===== config.mk =====
export PLATFORM = sky130hd
export DESIGN_NAME = bin_to_7seghex_flat
export DESIGN_NICKNAME = d
export VERILOG_FILES = /design/src/rtl/bin_to_7seghex_if.sv /design/src/rtl/bin_to_7seghex.sv /design/src/flat_wrapper.sv
export SDC_FILE = /design/constraint.sdc
export NUM_CORES = 1
export LEC_CHECK = 0
export ABC_CLOCK_PERIOD_IN_PS = 800
export CAP_MARGIN = 5
export CELL_PAD_IN_SITES_DETAIL_PLACEMENT = 1
export CELL_PAD_IN_SITES_GLOBAL_PLACEMENT = 1
export CORE_AREA = 2 2 42 44
export CTS_BUF_LIST = sky130_fd_sc_hd__clkbuf_16
export CTS_CLUSTER_DIAMETER = 50
export DETAILED_ROUTE_END_ITERATION = 8
export DIE_AREA = 0 0 44 46
export PLACE_DENSITY = 0.7
export SLEW_MARGIN = 20
export SYNTH_ARGS = -nofsm -noshare
export SYNTH_HDL_FRONTEND = slang
export SYNTH_SLANG_ARGS = --single-unit

===== constraint.sdc =====
create_clock -name clk -period 0.8 [get_ports clk]
set_input_delay 0.12 -clock clk [delete_from_list [all_inputs] [get_ports clk]]
set_output_delay 0.12 -clock clk [all_outputs]
set_load 0.05 [all_outputs]

===== src/rtl/bin_to_7seghex_if.sv =====
// Nibble-in / segments-out bundle for one seven-segment hex digit.
// The master drives the nibble bits a0 (MSB) .. a3 (LSB); the slave returns
// the seven segment lines L0 (segment a) .. L6 (segment g).
interface bin_to_7seghex_if;
  logic a0;
  logic a1;
  logic a2;
  logic a3;
  logic L0;
  logic L1;
  logic L2;
  logic L3;
  logic L4;
  logic L5;
  logic L6;

  modport master (
    output a0, a1, a2, a3,
    input  L0, L1, L2, L3, L4, L5, L6
  );

  modport slave (
    input  a0, a1, a2, a3,
    output L0, L1, L2, L3, L4, L5, L6
  );
endinterface


===== src/rtl/bin_to_7seghex.sv =====
// Registered 4-bit binary to 7-segment hexadecimal decoder.
// Glyphs 0-9, A, b, C, d, E, F; segment vector is {g,f,e,d,c,b,a} = L6..L0.
// Outputs are registered so the display lines never glitch.
// Build option: define BIN_TO_7SEGHEX_ACTIVE_LOW_EN for common-anode displays
// (every segment inverted, blank digit becomes 7'h7F).
module bin_to_7seghex (
  input logic             clk,
  input logic             rst_n,
  bin_to_7seghex_if.slave bus
);

  // Glyph table in active-high form; index is the nibble value.
  function automatic logic [6:0] hex_glyph(input logic [3:0] nib);
    logic [6:0] seg;
    case (nib)
      4'h0:    seg = 7'h3F;
      4'h1:    seg = 7'h06;
      4'h2:    seg = 7'h5B;
      4'h3:    seg = 7'h4F;
      4'h4:    seg = 7'h66;
      4'h5:    seg = 7'h6D;
      4'h6:    seg = 7'h7D;
      4'h7:    seg = 7'h07;
      4'h8:    seg = 7'h7F;
      4'h9:    seg = 7'h6F;
      4'hA:    seg = 7'h77;
      4'hB:    seg = 7'h7C;
      4'hC:    seg = 7'h39;
      4'hD:    seg = 7'h5E;
      4'hE:    seg = 7'h79;
      4'hF:    seg = 7'h71;
      // Only reachable in simulation when an input is X or Z: blank the digit.
      default: seg = 7'h00;
    endcase
    return seg;
  endfunction

`ifdef BIN_TO_7SEGHEX_ACTIVE_LOW_EN
  // Common-anode build: a segment lights when its line is low.
  localparam logic [6:0] SEG_OFF = 7'h7F;

  function automatic logic [6:0] drive_level(input logic [6:0] seg_on);
    return ~seg_on;
  endfunction
`else
  // Common-cathode build: a segment lights when its line is high.
  localparam logic [6:0] SEG_OFF = 7'h00;

  function automatic logic [6:0] drive_level(input logic [6:0] seg_on);
    return seg_on;
  endfunction
`endif

  logic [3:0] nib_p0;
  logic [6:0] seg_p0;
  logic [6:0] seg_p1;

  // Stage p0: assemble the nibble (a0 is the MSB) and decode combinationally.
  assign nib_p0 = {bus.a0, bus.a1, bus.a2, bus.a3};

  // Decode the nibble and apply the output polarity of this build.
  always_comb begin
    seg_p0 = drive_level(hex_glyph(nib_p0));
  end

  // Stage p1: glitch-free output register; reset blanks the digit on the same edge.
  always_ff @(posedge clk) begin
    if (!rst_n) begin
      seg_p1 <= SEG_OFF;
    end else begin
      seg_p1 <= seg_p0;
    end
  end

  assign bus.L0 = seg_p1[0];
  assign bus.L1 = seg_p1[1];
  assign bus.L2 = seg_p1[2];
  assign bus.L3 = seg_p1[3];
  assign bus.L4 = seg_p1[4];
  assign bus.L5 = seg_p1[5];
  assign bus.L6 = seg_p1[6];

endmodule


===== src/flat_wrapper.sv =====
// flat-port wrapper written by rule: the top's interface ports become plain ports
module bin_to_7seghex_flat 
  (clk, rst_n, bus_a0, bus_a1, bus_a2, bus_a3, bus_L0, bus_L1, bus_L2, bus_L3, bus_L4, bus_L5, bus_L6);
  bin_to_7seghex_if bus_i ();
  input logic clk;
  input logic rst_n;
  input wire logic [$bits(bus_i.a0)-1:0] bus_a0;
  input wire logic [$bits(bus_i.a1)-1:0] bus_a1;
  input wire logic [$bits(bus_i.a2)-1:0] bus_a2;
  input wire logic [$bits(bus_i.a3)-1:0] bus_a3;
  output wire logic [$bits(bus_i.L0)-1:0] bus_L0;
  output wire logic [$bits(bus_i.L1)-1:0] bus_L1;
  output wire logic [$bits(bus_i.L2)-1:0] bus_L2;
  output wire logic [$bits(bus_i.L3)-1:0] bus_L3;
  output wire logic [$bits(bus_i.L4)-1:0] bus_L4;
  output wire logic [$bits(bus_i.L5)-1:0] bus_L5;
  output wire logic [$bits(bus_i.L6)-1:0] bus_L6;
  assign bus_i.a0 = bus_a0;
  assign bus_i.a1 = bus_a1;
  assign bus_i.a2 = bus_a2;
  assign bus_i.a3 = bus_a3;
  assign bus_L0 = bus_i.L0;
  assign bus_L1 = bus_i.L1;
  assign bus_L2 = bus_i.L2;
  assign bus_L3 = bus_i.L3;
  assign bus_L4 = bus_i.L4;
  assign bus_L5 = bus_i.L5;
  assign bus_L6 = bus_i.L6;
  bin_to_7seghex u_core (.clk(clk), .rst_n(rst_n), .bus(bus_i));
endmodule

==> metrics.md, run 1 <==
| Metric | Value |
|---|---|
| CP Buf/Inv Count | `1` |
| Total CTS buffers | `3` |
| Synth-to-layout area growth | `90.4%` |
| First-pass GRT wire length | `1.68 mm` |
| Worst-path cell with the longest stage delay | `dfxtp_2` |
| Final Util | `49.5%` |
| CP endpoint kind | `primary output` |
| Arr. time, crit path | `0.70 ns` |
| Failing checks | `negative setup slack` |
| Fin nets | `84` |
| Starting Density | `26.0%` |
| Hold Path Origin | `bus_a2` |
| Area leader, netlist | `dfxtp_1` |
| RSZ-0062 raised after global routing | `yes` |
| Layout cells sized above 1 | `55.7%` |
| Aggregate global-route resource usage | `11.9%` |
| DR pass1 iterations | `2` |
| Vias in the first global route | `418` |
| Final Non-Filler Cells | `87` |
| CP delay by family, top | `flip-flops` |
| Max Clk Rate | `1230 MHz` |
| Placed cells | `82` |
| WHS Endpoint | `u_core.seg_p1[6]` |
| Clock tree root driver cell | `clkbuf_16` |
| Synth top area share | `33.4%` |
| Synth Register Bits | `7` |
| Port bufs | `12` |
| Synth warn | `0` |
| Sequential element share of the synthesized area | `33.4%` |
| Maximum VDD drop | `911 uV` |
| Final setup violation count | `7` |
| Most frequent cells in the layout | `7 x buf_12, 7 x dfxtp_2, 5 x o21ai_1` |
| # Post-CTS Setup Buffers | `0` |
| Syn Area/Cell | `8.55 um2` |
| CORE AREA | `1610 um2` |
| Row cnt | `15` |
| Setup WS post-layout | `-0.0159 ns` |
| Gr ovfl total | `0` |
| Crit-path cells | `buf_12` |
| Max FFs per register | `7` |
| Unique cell type count in the Yosys netlist | `18` |
| Die X | `44 um` |
| Worst-path maximum fanout | `1` |
| Max-slew violations | `0` |
| Die height | `46 um` |
| CTS tree | `built` |
| CTS hold repair buffers | `0` |
| WL/cell | `11.0 um` |
| Status | `finished, violations left` |
| Post-DP HPWL | `737 um` |
| Top post-synthesis cells by area | `dfxtp_1 33%, ha_1 21%, o21ai_0 8.4%, inv_1 4.5%, a21oi_1 3.6%` |
| Antenna cells | `0` |
| CTS H-tree depth | `1` |
| Worst slew pin tran | `0.328 ns` |
| Fin crit period | `0.816 ns` |
| PD cells | `2100 nW/um2` |
| Largest net degree at the start of global routing | `9` |
| Drt via density | `4.80` |
| Largest register by flop count | `u_core.seg_p1` |
| IO Count | `13` |
| CP max stage delay | `0.33 ns` |
| Critical Path Start Type | `flop` |
| Fin crit share | `102%` |
| Max clock buf depth | `2` |
| Final hold vios | `0` |
| CP Data Required Time | `0.68 ns` |
| Syn nets | `62` |
| Max transition margin | `78.1%` |
| Post-route ant nets | `0` |
| Setup tns final | `-0.0875 ns` |
| CTS clk-pin slew, worst paths | `0.04 ns` |
| Synth Cell Area | `419 um2` |
| Via Count | `418` |
| Crit path depth | `1` |
| Hold Path Class | `in2reg` |
| Routability congestion estimate | `0.772` |
| Hold depth | `4` |
| Setup CP Type | `reg2out` |
| Routed WL | `956 um` |
| Detailed router's first-iteration violation count | `1` |
| Die area | `2020 um2` |
| CTS sink count | `7` |
| DRC | `0` |
| Lkg Pwr | `0.346 nW` |
| Max-cap check violation count | `0` |
| Top flop regs | `u_core.seg_p1 (7)` |
| Initial antenna violation count | `0` |
| Synthesized instance count | `49` |
-- routing by layer --
layer / global-route usage, % / up-vias / wire (um)
met5: 0 / - / 0
met4: 12.7 / 0 / 39
met3: 2.38 / 5 / 42
met2: 20.3 / 12 / 475
met1: 11.6 / 193 / 398
li1: - / 208 / -
-- Yosys cell counts (all sizes together) --
| library cell | number |
|---|---|
| o31ai | 2 |
| nand2 | 5 |
| nand2b | 2 |
| nor2 | 1 |
| buf | 2 |
| a211oi | 1 |
| a21oi | 3 |
| nand3 | 1 |
| inv | 6 |
| dfxtp | 7 |
| o21ai | 9 |
| ha | 7 |
| o311a | 1 |
| nand4 | 2 |
-- what timing repair did --
action                     CTS  global route
hold endpoints to repair     0             0
setup endpoints to repair   14            14
pin swaps                    1             2
gates cloned                 1             0
resized for setup           27             8
-- cell type report --
type                    instances  area, um2
fillers                       175        816
well taps                      17       21.3
inverters                       6       27.5
clock inverters                 1       5.00
clock buffers                   3       75.1
multi-input cells              34        283
flip-flops and latches          7        149
repair buffers                 19        238
-- cells by family (layout without fill, tap and decap cells) --
group	count (synthesis)	count (layout)	share of synthesized area [%]
fa+ha+maj	7	7	20.9
flops	7	7	33.4
buf+inv	8	29	10.4
compound gates	16	16	22.1
simple gates	11	11	13.1
-- power breakdown --
part | total [mW] | internal (mW) | leakage (nW) | switching, mW
logic | 0.411 | 0.198 | 0.245 | 0.213
clock network | 0.856 | 0.656 | 0.0409 | 0.199
registers | 0.410 | 0.388 | 0.0599 | 0.0228
-- worst max-delay path by stage --
stage,from,endpoint
after floorplan,bus_a3,u_core.seg_p1[1]
after global placement,bus_a3,u_core.seg_p1[1]
after detailed placement,bus_a3,u_core.seg_p1[1]
after CTS,u_core.seg_p1[3],bus_L3
after global routing,u_core.seg_p1[3],bus_L3
final,u_core.seg_p1[3],bus_L3
-- per-stage QoR --
stage / cell area, um2 / hold slack, ns / power, mW / worst slack, ns
floorplan: 419 / 0.249 / 0.591 / 0.00986
global placement: 657 / 0.566 / 0.790 / -0.570
detailed placement: 657 / 0.569 / 0.795 / -0.586
CTS: 782 / 0.389 / 1.69 / -0.0226
global route: 798 / 0.405 / 1.73 / -0.0365
finish: 798 / 0.335 / 1.68 / -0.0159
No activity file was read; power rests on OpenSTA's default activity.
==> run 2: changes to the inputs <==
--- a/config.mk
+++ b/config.mk
@@ -5,16 +5,17 @@
 export SDC_FILE = /design/constraint.sdc
 export NUM_CORES = 1
 export LEC_CHECK = 0
+export ABC_AREA = 1
 export ABC_CLOCK_PERIOD_IN_PS = 800
 export CAP_MARGIN = 5
 export CELL_PAD_IN_SITES_DETAIL_PLACEMENT = 1
 export CELL_PAD_IN_SITES_GLOBAL_PLACEMENT = 1
-export CORE_AREA = 2 2 42 44
+export CORE_AREA = 2 2 43 45
 export CTS_BUF_LIST = sky130_fd_sc_hd__clkbuf_16
 export CTS_CLUSTER_DIAMETER = 50
 export DETAILED_ROUTE_END_ITERATION = 8
-export DIE_AREA = 0 0 44 46
-export PLACE_DENSITY = 0.7
+export DIE_AREA = 0 0 45 47
+export PLACE_DENSITY = 0.68
 export SLEW_MARGIN = 20
 export SYNTH_ARGS = -nofsm -noshare
 export SYNTH_HDL_FRONTEND = slang
==> run 2 against run 1 <==
The run still ends with negative setup slack left. Synthesized cell count is 8.2% higher. Clock power is 2.5% lower. Sequential share of layout area is 0.54 points higher. Power is 2.1% lower. Sequential power hardly changed. Global-route usage is 0.13 points higher. Non-clock buffer count is 1 lower. Largest cell class unchanged. Largest power group unchanged.
==> metrics.md, run 2 <==
| Metric | Value |
|---|---|
| Post-route cell area | `776 um2 (was 798 um2)` |
| Synth warn | `0 (unchanged)` |
| Ys flop type | `dfxtp_1 (unchanged)` |
| CP max stage delay | `0.33 ns (about the same)` |
| WHS Endpoint | `u_core.seg_p1[6] (unchanged)` |
| WL/cell | `12.3 um (was 11.0 um)` |
| Hold Path Origin | `bus_a2 (unchanged)` |
| Lkg Pwr | `0.363 nW (was 0.346 nW)` |
| Antenna cells | `0 (unchanged)` |
| Arr. time, crit path | `0.70 ns (about the same)` |
| Starting Density | `24.9% (was 26.0%)` |
| DR pass1 iterations | `1 (was 2)` |
| Sw Ratio | `25.5% (was 26.0%)` |
| CORE AREA | `1650 um2 (was 1610 um2)` |
| Fin nets | `89 (was 84)` |
| Routability congestion estimate | `0.759 (was 0.772)` |
| CP Data Required Time | `0.68 ns (about the same)` |
| Post-route ant nets | `0 (unchanged)` |
| CTS H-tree depth | `1 (unchanged)` |
| Failing checks | `negative setup slack (unchanged)` |
| Top flop regs | `u_core.seg_p1 (7) (unchanged)` |
| Area of the multi-input gates | `274 um2 (was 283 um2)` |
| DRC | `0 (unchanged)` |
| Drt via density | `4.57 (was 4.80)` |
| Status | `finished, violations left (unchanged)` |
| Vias in the first global route | `435 (was 418)` |
| CTS tree | `built (unchanged)` |
| Syn Area/Cell | `7.77 um2 (was 8.55 um2)` |
| Final setup violation count | `7 (unchanged)` |
| Max Clk Rate | `1230 MHz (about the same)` |
| Aggregate global-route resource usage | `12.1% (was 11.9%)` |
| Sequential cell area | `149 um2 (unchanged)` |
| Largest net degree at the start of global routing | `8 (was 9)` |
| Setup WS post-layout | `-0.0153 ns (was -0.0159 ns)` |
| Most frequent cells in the layout | `12 x nand2_1, 7 x buf_12, 7 x dfxtp_2 (was 7 x buf_12, 7 x dfxtp_2, 5 x o21ai_1)` |
| Clock tree root driver cell | `clkbuf_16 (unchanged)` |
| RSZ-0062 raised after global routing | `yes (unchanged)` |
| Fin crit period | `0.815 ns (was 0.816 ns)` |
| Synth Register Bits | `7 (unchanged)` |
| Synth-to-layout area growth | `88.4% (was 90.4%)` |
| Most frequent cell after synthesis | `nand2_1` |
| Die area | `2120 um2 (was 2020 um2)` |
| Largest register by flop count | `u_core.seg_p1 (unchanged)` |
| Post-DP Area | `661 um2 (was 657 um2)` |
| Syn nets | `66 (was 62)` |
| Synth top area share | `34.0% (was 33.4%)` |
| Maximum VDD drop | `726 uV (was 911 uV)` |
| CP delay by family, top | `flip-flops (unchanged)` |
| CTS hold repair buffers | `0 (unchanged)` |
| Combinational share of power | `24.3% (was 24.5%)` |
| Setup CP Type | `reg2out (unchanged)` |
| Post-synth ARST share | `0% (unchanged)` |
| CP Buf/Inv Count | `1 (unchanged)` |
| IO Count | `13 (unchanged)` |
| Post-DP HPWL | `797 um (was 737 um)` |
| Top post-synthesis cells by area | `dfxtp_1 34%, ha_1 21%, nand2_1 11%, nor2_1 5.5%, a21oi_1 4.9% (was dfxtp_1 33%, ha_1 21%, o21ai_0 8.4%, inv_1 4.5%, a21oi_1 3.6%)` |
| First-pass GRT wire length | `1.75 mm (was 1.68 mm)` |
| # fillers | `194 (was 175)` |
| Row cnt | `15 (unchanged)` |
| Max-slew violations | `0 (unchanged)` |
| Die X | `45 um (was 44 um)` |
| Most common cell after layout, fill and taps aside | `nand2_1` |
| Hold depth | `4 (unchanged)` |
| Fin crit share | `102% (about the same)` |
| Sequential element share of the synthesized area | `34.0% (was 33.4%)` |
| Area leader, netlist | `dfxtp_1 (unchanged)` |
| Unique cell type count in the Yosys netlist | `13 (was 18)` |
| Gr ovfl total | `0 (unchanged)` |
| Worst-path maximum fanout | `1 (unchanged)` |
| Critical Path Start Type | `flop (unchanged)` |
| Routed WL | `1.14 mm (was 956 um)` |
| Post-synth EDFFs | `0 (unchanged)` |
| Die height | `47 um (was 46 um)` |
| Clock share of power | `50.8% (was 51.0%)` |
| Final Power | `1.64 mW (was 1.68 mW)` |
| Initial antenna violation count | `0 (unchanged)` |
| Detailed router's first-iteration violation count | `0 (was 1)` |
| Crit-path cells | `buf_12 (unchanged)` |
| Layout cells sized above 1 | `49.3% (was 55.7%)` |
| CTS sink count | `7 (unchanged)` |
| Worst-path cell with the longest stage delay | `dfxtp_2 (unchanged)` |
| Synth Cell Area | `412 um2 (was 419 um2)` |
| Switch Pwr | `0.419 mW (was 0.436 mW)` |
| Max clock buf depth | `2 (unchanged)` |
| Int Power | `1.22 mW (was 1.24 mW)` |
| Worst slew pin tran | `0.181 ns (was 0.328 ns)` |
| Total CTS buffers | `3 (unchanged)` |
| Max-cap check violation count | `0 (unchanged)` |
| Synth cell count leaders | `12 x nand2_1, 7 x dfxtp_1, 7 x ha_1 (was 7 x dfxtp_1, 7 x ha_1, 7 x o21ai_0)` |
| Port bufs | `12 (unchanged)` |
| Final hold vios | `0 (unchanged)` |
| CTS clk-pin slew, worst paths | `0.04 ns (about the same)` |
| CP endpoint kind | `primary output (unchanged)` |
| Max FFs per register | `7 (unchanged)` |
| Synthesized instance count | `53 (was 49)` |
| Reg power frac | `24.9% (was 24.5%)` |
| Hold Path Class | `in2reg (unchanged)` |
| Max transition margin | `87.8% (was 78.1%)` |
| PD cells | `2120 nW/um2 (was 2100 nW/um2)` |
| Via Count | `420 (was 418)` |
| Final Non-Filler Cells | `92 (was 87)` |
| Placed cells | `87 (was 82)` |
-- run 2: what timing repair did --
action,4_1_cts,5_1_grt
setup endpoints to repair,14,13
pin swaps,2,2
setup buffers,0,1
resized for setup,21,9
-- run 2: worst max-delay path by stage --
stage	from	end	slack [ns]	cells after the start
6_report	u_core.seg_p1[3]	bus_L3	-0.02	1
5_1_grt	u_core.seg_p1[3]	bus_L3	-0.03	1
3_3_place_gp	bus_a3	u_core.seg_p1[1]	-0.59	6
4_1_cts	u_core.seg_p1[3]	bus_L3	-0.02	1
3_5_place_dp	bus_a3	u_core.seg_p1[3]	-0.60	7
2_1_floorplan	bus_a2	u_core.seg_p1[3]	0.001	6
-- run 2: logic make-up after synthesis --
group / Yosys count / share of synthesized area, %
and+or+nand+nor: 24 / 27.4
AOI/OAI and AO/OA: 9 / 11.9
adders and majority gates: 7 / 21.3
DFF: 7 / 34.0
buffers and inverters: 6 / 5.47
-- run 2: power groups by stage --
stage	Clock [mW]	Sequential (mW)	Combinational [mW]
detailed placement	0	0.408	0.378
global route	0.871	0.411	0.427
finish	0.835	0.408	0.399
floorplan	0	0.491	0.0882
global placement	0	0.407	0.373
CTS	0.846	0.409	0.381
-- run 2: layout make-up --
cell class / instances / share of cell area [%]
repair buffers: 18 / 29.0
well taps: 17 / 2.74
multi-input cells: 40 / 35.3
clock inverters: 1 / 0.484
inverters: 6 / 3.55
clock buffers: 3 / 9.68
flip-flops and latches: 7 / 19.2
-- run 2: routing by layer --
metal | track usage, % | up-vias | routed length (um) | share of wire [%]
met5 | 0 | - | 0 | 0
met4 | 12.4 | 0 | 40 | 3.5
met3 | 1.15 | 4 | 26 | 2.3
met2 | 20.3 | 11 | 626 | 55
met1 | 13.0 | 194 | 441 | 39
li1 | - | 211 | - | -
-- run 2: through the flow --
stage               hold WS (ns)  setup slack [ns]  util (%)  setup TNS [ns]
CTS                        0.299           -0.0224      45.5          -0.110
detailed placement         0.569            -0.598      40.0           -3.93
global route               0.334           -0.0315      47.0          -0.194
global placement           0.567            -0.586      40.0           -3.82
floorplan                  0.258           0.00120         -               0
finish                     0.313           -0.0153      47.0         -0.0754
==> run 3: changes to the inputs <==
--- a/config.mk
+++ b/config.mk
@@ -6,16 +6,16 @@
 export NUM_CORES = 1
 export LEC_CHECK = 0
 export ABC_AREA = 1
-export ABC_CLOCK_PERIOD_IN_PS = 800
+export ABC_CLOCK_PERIOD_IN_PS = 850
 export CAP_MARGIN = 5
 export CELL_PAD_IN_SITES_DETAIL_PLACEMENT = 1
 export CELL_PAD_IN_SITES_GLOBAL_PLACEMENT = 1
-export CORE_AREA = 2 2 43 45
+export CORE_AREA = 2 2 41 43
 export CTS_BUF_LIST = sky130_fd_sc_hd__clkbuf_16
 export CTS_CLUSTER_DIAMETER = 50
 export DETAILED_ROUTE_END_ITERATION = 8
-export DIE_AREA = 0 0 45 47
-export PLACE_DENSITY = 0.68
+export DIE_AREA = 0 0 43 45
+export PLACE_DENSITY = 0.71
 export SLEW_MARGIN = 20
 export SYNTH_ARGS = -nofsm -noshare
 export SYNTH_HDL_FRONTEND = slang
==> constraint.sdc (replaced) <==
create_clock -name clk -period 0.85 [get_ports clk]
set_input_delay 0.1275 -clock clk [delete_from_list [all_inputs] [get_ports clk]]
set_output_delay 0.1275 -clock clk [all_outputs]
set_load 0.05 [all_outputs]
==> run 3 against run 2 <==
The flow now finishes without violations. Final cell count decreased by 1.1%. Flip-flop and latch count unchanged. Sequential power shrank 5.9%. Wire length fell by 7.0%. Core utilization grew 6.1 points. Via count fell by 0.71%. Largest power group unchanged.
==> metrics.md, run 3 (synthesis gave the netlist of run 2 again) <==
| Metric | Value |
|---|---|
| CTS clk-pin slew, worst paths | `0.04 ns (about the same)` |
| Die area | `1940 um2 (was 2120 um2)` |
| Most frequent cells in the layout | `8 x nand2_1, 7 x buf_12, 7 x dfxtp_2 (was 12 x nand2_1, 7 x buf_12, 7 x dfxtp_2)` |
| PD cells | `1980 nW/um2 (was 2120 nW/um2)` |
| Fin nets | `89 (unchanged)` |
| Hold Path Origin | `bus_a2 (unchanged)` |
| Crit-path cells | `buf_12 (unchanged)` |
| DR pass1 iterations | `3 (was 1)` |
| Layout cells sized above 1 | `57.3% (was 49.3%)` |
| Hold depth | `4 (unchanged)` |
| Routed WL | `1.06 mm (was 1.14 mm)` |
| Aggregate global-route resource usage | `12.4% (was 12.1%)` |
| # fillers | `176 (was 194)` |
| CTS tree | `built (unchanged)` |
| Most common cell after layout, fill and taps aside | `nand2_1 (unchanged)` |
| Top flop regs | `u_core.seg_p1 (7) (unchanged)` |
| Maximum VDD drop | `761 uV (was 726 uV)` |
| Starting Density | `28.0% (was 24.9%)` |
| Row cnt | `14 (was 15)` |
| Largest register by flop count | `u_core.seg_p1 (unchanged)` |
| Final hold vios | `0 (unchanged)` |
| Gr ovfl total | `0 (unchanged)` |
| Die X | `43 um (was 45 um)` |
| Vias in the first global route | `391 (was 435)` |
| Max FFs per register | `7 (unchanged)` |
| Setup CP Type | `reg2out (unchanged)` |
| Fin crit period | `0.821 ns` |
| Worst-path cell with the longest stage delay | `dfxtp_2 (unchanged)` |
| CP delay by family, top | `flip-flops (unchanged)` |
| Post-DP HPWL | `796 um (was 797 um)` |
| CP Data Required Time | `0.72 ns (was 0.68 ns)` |
| Port bufs | `12 (unchanged)` |
| Clock tree root driver cell | `clkbuf_16 (unchanged)` |
| Max clock buf depth | `2 (unchanged)` |
| Worst-path maximum fanout | `1 (unchanged)` |
| First-pass GRT wire length | `1.59 mm (was 1.75 mm)` |
| Drt via density | `4.58 (was 4.57)` |
| Total CTS buffers | `3 (unchanged)` |
| # Post-CTS Setup Buffers | `0 (unchanged)` |
| Post-route ant nets | `0 (unchanged)` |
| WHS Endpoint | `u_core.seg_p1[6] (unchanged)` |
| Critical Path Start Type | `flop (unchanged)` |
| WL/cell | `11.6 um (was 12.3 um)` |
| Die height | `45 um (was 47 um)` |
| Lkg Pwr | `0.363 nW (about the same)` |
| Max-slew violations | `0 (unchanged)` |
| Fin crit share | `96.6%` |
| Routability congestion estimate | `0.796 (was 0.759)` |
| IO Count | `13 (unchanged)` |
| Arr. time, crit path | `0.69 ns (was 0.70 ns)` |
| Worst slew pin tran | `0.267 ns (was 0.181 ns)` |
| Final setup violation count | `0 (was 7)` |
| Final Power | `1.54 mW (was 1.64 mW)` |
| Final hold slack | `0.300 ns (was 0.313 ns)` |
| Max transition margin | `82.2% (was 87.8%)` |
| CORE AREA | `1470 um2 (was 1650 um2)` |
| Max Clk Rate | `1220 MHz` |
| Detailed router's first-iteration violation count | `2 (was 0)` |
| Hold Path Class | `in2reg (unchanged)` |
| CP Buf/Inv Count | `1 (unchanged)` |
| Largest net degree at the start of global routing | `8 (unchanged)` |
| Max-cap check violation count | `0 (unchanged)` |
| Synth-to-layout area growth | `89.7% (was 88.4%)` |
| Initial antenna violation count | `0 (unchanged)` |
| Status | `complete, no violations (was finished, violations left)` |
| Via Count | `417 (was 420)` |
| DRC | `0 (unchanged)` |
| Antenna cells | `0 (unchanged)` |
| CP max stage delay | `0.33 ns (about the same)` |
| CTS sink count | `7 (unchanged)` |
| CTS H-tree depth | `1 (unchanged)` |
| CP endpoint kind | `primary output (unchanged)` |
## run 3: what timing repair did
item | in CTS | in global routing
resized for setup | 21 | 13
setup endpoints to repair | 14 | 7
hold buffers | 0 | 0
pin swaps | 2 | 3
## run 3: stage by stage
| stage | cells | TNS (ns) | util, % | worst slack [ns] | instance area (um2) |
|---|---|---|---|---|---|
| 2_1_floorplan | 53 | 0 | - | 0.0223 | 412 |
| 3_3_place_gp | 87 | -3.51 | 45.3 | -0.555 | 667 |
| 3_5_place_dp | 87 | -3.61 | 45.3 | -0.569 | 667 |
| 4_1_cts | 91 | 0 | 52.1 | 0.00417 | 767 |
| 5_1_grt | 91 | -0.0348 | 53.1 | -0.0346 | 781 |
| 6_report | 91 | 0 | 53.1 | 0.0292 | 781 |
## run 3: layout make-up
type                       count  area, um2  area share (%)
sequential                     7        149            19.1
clock inverter                 1       3.75           0.481
timing repair buffer          18        230            29.5
inverter                       6       22.5            2.88
clock buffer                   3       75.1            9.62
multi-input combinational     40        280            35.9
tap                           16       20.0            2.56
## run 3: power breakdown
part	leakage [nW]	internal (mW)	switching [mW]	total [mW]
combinational	0.261	0.174	0.196	0.370
sequential	0.0600	0.363	0.0207	0.384
clock	0.0423	0.611	0.177	0.788
total	0.363	1.15	0.394	1.54
## run 3: how the worst max path moves through the flow
stage | startpoint | end | depth (start not counted)
after global placement | bus_a3 | u_core.seg_p1[4] | 7
after detailed placement | bus_a3 | u_core.seg_p1[4] | 7
after CTS | bus_a3 | u_core.seg_p1[4] | 7
final | u_core.seg_p1[0] | bus_L0 | 1
after floorplan | bus_a3 | u_core.seg_p1[3] | 6
after global routing | bus_a1 | u_core.seg_p1[0] | 5
## run 3: layer usage
| metal | track usage (%) | share of wire (%) |
|---|---|---|
| met1 | 11.0 | 38 |
| met2 | 20.9 | 51 |
| met3 | 4.80 | 6.5 |
| met4 | 12.7 | 4.3 |
| met5 | 0 | 0 |
